## src/rtl/uart_pkg.sv

```systemverilog
// -----------------------------------------------------------------------------
// uart_pkg
// Shared definitions for the UART receiver: receiver FSM state encoding,
// oversampling and frame-size constants, and the baud divider calculation.
// -----------------------------------------------------------------------------
`timescale 1ns/1ps

package uart_pkg;

  localparam int OVERSAMPLE = 16;  // oversample ticks per serial bit
  localparam int DATA_BITS  = 8;   // 8N1 payload width

  typedef enum logic [2:0] {
    IDLE,
    START,
    DATA,
    STOP,
    WAIT_HIGH
  } rx_state_e;

  // Clocks per oversample tick; integer truncation is intentional
  // (100 MHz / (115200 * 16) = 54).
  function automatic int calc_div(input int clk_freq, input int baud);
    return clk_freq / (baud * OVERSAMPLE);
  endfunction

endpackage

```

## src/rtl/uart_rx_fifo.sv

```systemverilog
// -----------------------------------------------------------------------------
// uart_rx_fifo
// Synchronous FIFO with a registered head output. The head register is
// reloaded every cycle with whatever will be at the head after this cycle's
// push/pop, so a byte pushed into an empty FIFO is on rd_data one cycle later.
//
// Ports:
//   clk, rst_n          clock, asynchronous active-low reset
//   push, push_data     write strobe and data (dropped when full unless popping)
//   pop                 read strobe (ignored when empty)
//   rd_data             registered head entry, meaningful while !empty
//   full, empty, count  occupancy status (count is 0..DEPTH)
//
// DEPTH must be a power of two and at least 2 so pointers wrap naturally.
// -----------------------------------------------------------------------------
`timescale 1ns/1ps

module uart_rx_fifo #(
  parameter int WIDTH = 8,
  parameter int DEPTH = 4
) (
  input  logic                     clk,
  input  logic                     rst_n,
  input  logic                     push,
  input  logic [WIDTH-1:0]         push_data,
  input  logic                     pop,
  output logic [WIDTH-1:0]         rd_data,
  output logic                     full,
  output logic                     empty,
  output logic [$clog2(DEPTH):0]   count
);

  localparam int PTR_W = $clog2(DEPTH);
  localparam int CNT_W = $clog2(DEPTH) + 1;

  // NOTE: storage is deliberately not reset; only pointers, count and the head
  // register are, which is all that defines what the outside world sees.
  logic [WIDTH-1:0] mem [DEPTH];

  logic [PTR_W-1:0] wr_ptr_q, wr_ptr_d;
  logic [PTR_W-1:0] rd_ptr_q, rd_ptr_d;
  logic [CNT_W-1:0] count_q, count_d;
  logic [WIDTH-1:0] rd_data_q, rd_data_d;
  logic             do_push, do_pop;

  assign full    = (count_q == CNT_W'(DEPTH));
  assign empty   = (count_q == '0);
  assign count   = count_q;
  assign rd_data = rd_data_q;

  // NOTE: every signal driven here gets a default first, so no path through
  // the block leaves a value unassigned and no latch is inferred.
  always_comb begin
    do_pop    = pop && !empty;
    // A full FIFO still accepts a push when the same cycle frees a slot.
    do_push   = push && (!full || do_pop);
    wr_ptr_d  = wr_ptr_q + PTR_W'(do_push);
    rd_ptr_d  = rd_ptr_q + PTR_W'(do_pop);
    count_d   = count_q + CNT_W'(do_push) - CNT_W'(do_pop);
    rd_data_d = rd_data_q;
    if (count_d != '0) begin
      // The slot being written this cycle becomes the head only when it is
      // the sole entry afterwards; memory has not been updated yet.
      rd_data_d = (do_push && (wr_ptr_q == rd_ptr_d)) ? push_data : mem[rd_ptr_d];
    end
  end

  always_ff @(posedge clk) begin
    if (do_push) begin
      mem[wr_ptr_q] <= push_data;
    end
  end

  // NOTE: state is updated with non-blocking assignments so every flop samples
  // pre-edge values regardless of statement or process order.
  always_ff @(posedge clk or negedge rst_n) begin
    if (!rst_n) begin
      wr_ptr_q  <= '0;
      rd_ptr_q  <= '0;
      count_q   <= '0;
      rd_data_q <= '0;
    end else begin
      wr_ptr_q  <= wr_ptr_d;
      rd_ptr_q  <= rd_ptr_d;
      count_q   <= count_d;
      rd_data_q <= rd_data_d;
    end
  end

endmodule

```

## src/rtl/uart_rx.sv

```systemverilog
// -----------------------------------------------------------------------------
// uart_rx
// 8N1 UART receiver with 16x oversampling and a small receive FIFO.
//
// Ports:
//   clk          system clock
//   reset        asynchronous active-low reset
//   UART_Rx      asynchronous serial input, idle high
//   rx_data      byte at FIFO head (registered), valid while rx_valid=1
//   rx_valid     FIFO not empty
//   rx_rd        pop strobe, ignored while rx_valid=0
//   rx_count     bytes held, 0..FIFO_DEPTH
//   frame_err    sticky: stop bit sampled low
//   overrun_err  sticky: byte completed while FIFO full and not popped
//   err_clr      one-cycle clear of both sticky flags (a new error wins)
// -----------------------------------------------------------------------------
`timescale 1ns/1ps

module uart_rx
  import uart_pkg::*;
#(
  parameter int CLK_FREQ   = 100_000_000,
  parameter int BAUD       = 115200,
  parameter int FIFO_DEPTH = 4
) (
  input  logic                         clk,
  input  logic                         reset,
  input  logic                         UART_Rx,
  output logic [DATA_BITS-1:0]         rx_data,
  output logic                         rx_valid,
  input  logic                         rx_rd,
  output logic [$clog2(FIFO_DEPTH):0]  rx_count,
  output logic                         frame_err,
  output logic                         overrun_err,
  input  logic                         err_clr
);

  localparam int DIV    = calc_div(CLK_FREQ, BAUD);
  localparam int DIV_W  = (DIV > 1) ? $clog2(DIV) : 1;
  localparam int TICK_W = $clog2(OVERSAMPLE);
  localparam int BIT_W  = $clog2(DATA_BITS);

  localparam logic [DIV_W-1:0]  DIV_LAST  = DIV_W'(DIV - 1);
  localparam logic [TICK_W-1:0] HALF_TICK = TICK_W'(OVERSAMPLE / 2 - 1);
  localparam logic [TICK_W-1:0] LAST_TICK = TICK_W'(OVERSAMPLE - 1);
  localparam logic [BIT_W-1:0]  LAST_BIT  = BIT_W'(DATA_BITS - 1);

  logic [1:0]            sync_q, sync_d;
  rx_state_e             state_q, state_d;
  logic [DIV_W-1:0]      div_cnt_q, div_cnt_d;
  logic [TICK_W-1:0]     tick_cnt_q, tick_cnt_d;
  logic [BIT_W-1:0]      bit_cnt_q, bit_cnt_d;
  logic [DATA_BITS-1:0]  shift_q, shift_d;
  logic                  frame_err_q, frame_err_d;
  logic                  overrun_err_q, overrun_err_d;

  logic rx_s;
  logic tick;
  logic push_byte;
  logic frame_set;
  logic overrun_set;
  logic fifo_full;
  logic fifo_empty;

  // Two-stage synchronizer; only the second stage is ever looked at.
  assign sync_d = {sync_q[0], UART_Rx};
  assign rx_s   = sync_q[1];

  // Divider sits at zero in IDLE, so the first tick of a frame comes exactly
  // DIV clocks after the start edge is seen.
  assign tick = (state_q != IDLE) && (div_cnt_q == DIV_LAST);

  always_comb begin
    state_d    = state_q;
    tick_cnt_d = tick_cnt_q;
    bit_cnt_d  = bit_cnt_q;
    shift_d    = shift_q;
    push_byte  = 1'b0;
    frame_set  = 1'b0;
    div_cnt_d  = (state_q == IDLE || tick) ? '0 : div_cnt_q + DIV_W'(1);

    unique case (state_q)
      IDLE: begin
        tick_cnt_d = '0;
        bit_cnt_d  = '0;
        if (!rx_s) state_d = START;
      end
      START: begin
        // Re-check the line at mid start bit; a high line was a glitch.
        if (tick) begin
          if (tick_cnt_q == HALF_TICK) begin
            tick_cnt_d = '0;
            state_d    = rx_s ? IDLE : DATA;
          end else begin
            tick_cnt_d = tick_cnt_q + TICK_W'(1);
          end
        end
      end
      DATA: begin
        // Tick counter wraps every OVERSAMPLE ticks, landing on mid-bit.
        if (tick) begin
          tick_cnt_d = tick_cnt_q + TICK_W'(1);
          if (tick_cnt_q == LAST_TICK) begin
            shift_d   = {rx_s, shift_q[DATA_BITS-1:1]};
            bit_cnt_d = bit_cnt_q + BIT_W'(1);
            if (bit_cnt_q == LAST_BIT) state_d = STOP;
          end
        end
      end
      STOP: begin
        if (tick) begin
          tick_cnt_d = tick_cnt_q + TICK_W'(1);
          if (tick_cnt_q == LAST_TICK) begin
            if (rx_s) begin
              push_byte = 1'b1;
              state_d   = IDLE;
            end else begin
              frame_set = 1'b1;
              state_d   = WAIT_HIGH;
            end
          end
        end
      end
      WAIT_HIGH: begin
        // A low stop bit may be a break; wait for idle before hunting again.
        if (rx_s) state_d = IDLE;
      end
      default: state_d = IDLE;
    endcase
  end

  // A pop in the same cycle makes room, so only an unpopped full FIFO drops.
  assign overrun_set   = push_byte && fifo_full && !rx_rd;
  assign frame_err_d   = frame_set   || (frame_err_q   && !err_clr);
  assign overrun_err_d = overrun_set || (overrun_err_q && !err_clr);

  always_ff @(posedge clk or negedge reset) begin
    if (!reset) begin
      sync_q        <= 2'b11;
      state_q       <= IDLE;
      div_cnt_q     <= '0;
      tick_cnt_q    <= '0;
      bit_cnt_q     <= '0;
      shift_q       <= '0;
      frame_err_q   <= 1'b0;
      overrun_err_q <= 1'b0;
    end else begin
      sync_q        <= sync_d;
      state_q       <= state_d;
      div_cnt_q     <= div_cnt_d;
      tick_cnt_q    <= tick_cnt_d;
      bit_cnt_q     <= bit_cnt_d;
      shift_q       <= shift_d;
      frame_err_q   <= frame_err_d;
      overrun_err_q <= overrun_err_d;
    end
  end

  uart_rx_fifo #(
    .WIDTH (DATA_BITS),
    .DEPTH (FIFO_DEPTH)
  ) u_fifo (
    .clk       (clk),
    .rst_n     (reset),
    .push      (push_byte),
    .push_data (shift_q),
    .pop       (rx_rd),
    .rd_data   (rx_data),
    .full      (fifo_full),
    .empty     (fifo_empty),
    .count     (rx_count)
  );

  assign rx_valid    = !fifo_empty;
  assign frame_err   = frame_err_q;
  assign overrun_err = overrun_err_q;

endmodule
```

## config.mk

```make
export PLATFORM = sky130hd
export DESIGN_NAME = uart_rx
export DESIGN_NICKNAME = d
export VERILOG_FILES = /design/src/rtl/uart_pkg.sv /design/src/rtl/uart_rx_fifo.sv /design/src/rtl/uart_rx.sv
export SDC_FILE = /design/constraint.sdc
export NUM_CORES = 1
export LEC_CHECK = 0
export CORE_MARGIN = 2
export CORE_UTILIZATION = 35
export CTS_BUF_LIST = sky130_fd_sc_hd__clkbuf_16
export CTS_CLUSTER_SIZE = 8
export DETAILED_ROUTE_END_ITERATION = 8
export PLACE_DENSITY = 0.53
export SLEW_MARGIN = 20
export SYNTH_ARGS = -nofsm -noshare
export SYNTH_HDL_FRONTEND = slang
export SYNTH_SLANG_ARGS = --single-unit
```

## constraint.sdc

```tcl
create_clock -name clk -period 5 [get_ports clk]
set_clock_uncertainty 0.2 [all_clocks]
set_input_delay 0.5 -clock clk [delete_from_list [all_inputs] [get_ports clk]]
set_output_delay 0.5 -clock clk [all_outputs]
set_load 0.05 [all_outputs]
```

==> reports/results.tsv <==
stage	metric	value	unit
cts	clk_pin_slew	0.06	ns
critical_path	arrival	3.44	ns
logic_synthesis	synth.area.top_cells	dfrtp_1 (31%), edfxtp_1 (29%), mux4_2 (5.4%), ha_1 (3.4%), mux2_2 (2.4%)	
placement	port_buffers	18	
critical_path	crit_type	reg -> reg	
cts	cts_max_level	3	
sta	tns	0	ns
detailed_routing	drtPass1Iterations	4	
placement	routabilityCongestion	0.7127	
logic_synthesis	muxShareOfSynthArea	9.084	%
die	start_util	35.92	%
detailed_routing	vias	1953	
layout	final_cell_mix	dfrtp_1 (41), edfxtp_1 (32), nor2_1 (20)	
layout	drive_gt1_share	15.41	%
logic_synthesis	async_flop_share	57.33	%
logic_synthesis	mappedNetlistArea	3319	µm²
cts	clock_sinks	75	
critical_path	r2r_setup_slack	1.54	ns
layout	fin_nets	276	
cts	cts_buffers	9	
sta	finalHoldWorstSlack	-0.03242	ns
sta	maxSlewHeadroom	36.86	%
sta	post-route-min-period	3.460	ns
sta	worst_pin_slew	0.9439	ns
logic_synthesis	yosysTopAreaCell	dfrtp_1	
detailed_routing	drt-vias-per-instance	4.944	
die	die_w	101.4	µm
run	maxCapViolCount	0	
critical_path	crit_required	4.98	ns
logic_synthesis	synth-main-ff-cell	dfrtp_1	
power_and_ir_drop	peakVddDrop	0.0001603	V
layout	num_antenna_cells	0	
logic_synthesis	ys.warnings.count	0	
global_routing	grt_start_max_net_pins	44	
hold_path	min_path_type	in -> async	
power_and_ir_drop	power.total	1282	µW
critical_path	r2r_cells	10	
run_status	violations	hold timing	
placement	place_area	3612	µm²
sta	fmax	0.2890	GHz
logic_synthesis	synthCells	240	
run_status	status	complete, but fails checks	
detailed_routing	avgRoutedWirePerCell	15.42	µm
critical_path	crit_path_end	u_fifo.rd_data[7]	
global_routing	grt_use_total	13.45	%
detailed_routing	drtIter0Drc	72	
die	die_area	10280	µm²
cts	root_buffer	clkbuf_16	
logic_synthesis	synthesis.nets	255	
detailed_routing	routed_wl	6.090	mm
critical_path	cp_slowest_stage_delay	0.70	ns
die	core_area	9240	µm²
sta	slew_violations	0	
logic_synthesis	netlist-cell-type-count	49	
logic_synthesis	synth-xor-area-share	3.468	%
logic_synthesis	synth-simple-area-share	10.93	%
logic_synthesis	yosysSeqAreaShare	61.44	%
die	dieHeight	101.4	µm
logic_synthesis	synth_adder_area_share	3.995	%
logic_synthesis	synth_top_family_by_area	simple AND/OR/NAND/NOR gates	
sta	rsz0062_at_grt	false	
die	top_level_ports	19	
cts	cts_resized	0	
critical_path	cp-end-kind	flop	
power_and_ir_drop	pwr_density_cell	327.8	nW/µm²
logic_synthesis	synth_top_area_share	30.91	%
die	rows	35	
critical_path	crit_path_start_kind	flop	
logic_synthesis	avgSynthCellArea	13.83	µm²
power_and_ir_drop	p_leak	0.001551	µW
placement	place_hpwl	4.041	mm
logic_synthesis	synth_edf_count	32	
critical_path	cpMaxStageDelayCell	or4_4	
cts	clock_latency	0.33	ns
logic_synthesis	synth_compound_area_share	7.916	%
global_routing	antenna_found_initial	0	
layout	final_common_cell	dfrtp_1	
layout	area_growth_syn_to_layout	17.79	%
logic_synthesis	synth-seq-cells	75	
sta	hold_violations	41	
detailed_routing	drc	0	
global_routing	grt_pass1_vias	1985	
cts	cts_tree	built	
critical_path	cp_max_fo	16	
detailed_routing	ant_nets	0	
sta	fin_crit_sh	69.21	%
cts	hold_buffers	0	
critical_path	crit_chain	inv_1, ha_1, nand4_2, or4_4, clkinv_4, ha_1, fa_1, or3_1, nor2_1, a31oi_1	
layout	fill_cells	858	
critical_path	rr_endpoint	u_fifo.rd_data[7]	
critical_path	crit_path_start	div_cnt_q[1]	
global_routing	grt-ovfl-total	0	
critical_path	timing.rr.start	div_cnt_q[1]	
sta	setup_slack	1.540	ns
layout	fin_area	3910	µm²
placement	pre_cts_ws	1.258	ns
global_routing	grt_pass1_wl	10.41	mm
cts	post-cts-setup-buffers	0	
cts	clockBufferDepth	2	
critical_path	crit_path_frequent_cell	ha_1	
sta	setup_viol	0	
-- logic make-up (layout without fill, tap and decap cells) --
| logic type | count (synthesis) | after routing |
|---|---|---|
| flip-flops | 75 | 75 |
| AND/OR/NAND/NOR | 61 | 61 |
| AO/OA/AOI/OAI | 43 | 43 |
| buffers and inverters | 22 | 48 |
| multiplexers | 19 | 19 |
| adder cells (fa/ha/maj) | 10 | 10 |
| XOR/XNOR | 10 | 10 |
-- how the worst min path moves through the flow --
stage,from,to,cells past startpoint
6_report,reset,tick_cnt_q[0],1
5_1_grt,reset,div_cnt_q[2],1
4_1_cts,sync_q[0],sync_q[1],0
3_5_place_dp,sync_q[0],sync_q[1],0
3_3_place_gp,sync_q[0],sync_q[1],0
2_1_floorplan,reset,bit_cnt_q[0],0
-- cell usage after synthesis, types with 4 or more instances --
| master | n |
|---|---|
| dfrtp_1 | 41 |
| edfxtp_1 | 32 |
| nor2_1 | 20 |
| inv_1 | 12 |
| ha_1 | 9 |
| a31oi_1 | 8 |
| mux4_2 | 8 |
| nand2_1 | 8 |
| nand4_1 | 8 |
| o21ai_0 | 8 |
| o21ai_1 | 8 |
| mux2_2 | 7 |
| a21oi_1 | 6 |
| xor2_1 | 5 |
| clkbuf_1 | 4 |
| nand3_1 | 4 |
| o21a_1 | 4 |
-- per-layer routing --
| layer | vias to the layer above | routed length, µm | part of all wire [%] | global-route usage [%] |
|---|---|---|---|---|
| met5 | - | 0 | 0 | 0 |
| met4 | 0 | 138 | 2.3 | 6.861 |
| met3 | 11 | 167 | 2.7 | 3.175 |
| met2 | 29 | 2551 | 42 | 18.14 |
| met1 | 971 | 3232 | 53 | 20.04 |
| li1 | 942 | - | - | - |
-- final cells by class --
| type | instances | area (µm²) | area share (%) |
|---|---|---|---|
| well taps | 129 | 161.4 | 4.128 |
| repair buffers | 19 | 185.2 | 4.736 |
| clock inverters | 7 | 70.07 | 1.792 |
| flip-flops and latches | 75 | 2039 | 52.16 |
| multi-input cells | 143 | 1175 | 30.05 |
| inverters | 13 | 53.80 | 1.376 |
| clock buffers | 9 | 225.2 | 5.760 |
-- registers in the layout, summed over array words and instances (netlist names) --
name and cells:
overrun_err 1, frame_err 1, u_fifo.rd_data 8, u_fifo.wr_ptr_q 2, shift_q 8, bit_cnt_q 3
u_fifo.mem 32, u_fifo.count 3, sync_q 2, u_fifo.rd_ptr_q 2, state_q 3, div_cnt_q 6
tick_cnt_q 4
-- through the flow --
step | instances | utilization, %
floorplan | 240 | -
global placement | 379 | 39.09
detailed placement | 379 | 39.09
CTS | 395 | 42.29
global route | 395 | 42.32
finish | 395 | 42.32
-- power breakdown --
| part | internal (µW) | leakage (µW) | switching, µW |
|---|---|---|---|
| sequential | 640 | 0.000908 | 1.07 |
| combinational | 2.69 | 0.000503 | 7.43 |
| clock | 384 | 0.000139 | 246 |
| total | 1030 | 0.00155 | 255 |
-- worst max-delay path, delay by kind of cell (launching register included) --
family / cells / cell delay, ns
AO/OA/AOI/OAI: 1 / 0.06
buffers and inverters: 2 / 0.19
adder cells (fa/ha/maj): 3 / 0.80
AND/OR/NAND/NOR: 4 / 1.67
flip-flops: 1 / 0.39
(Power assumes the default switching activity.)
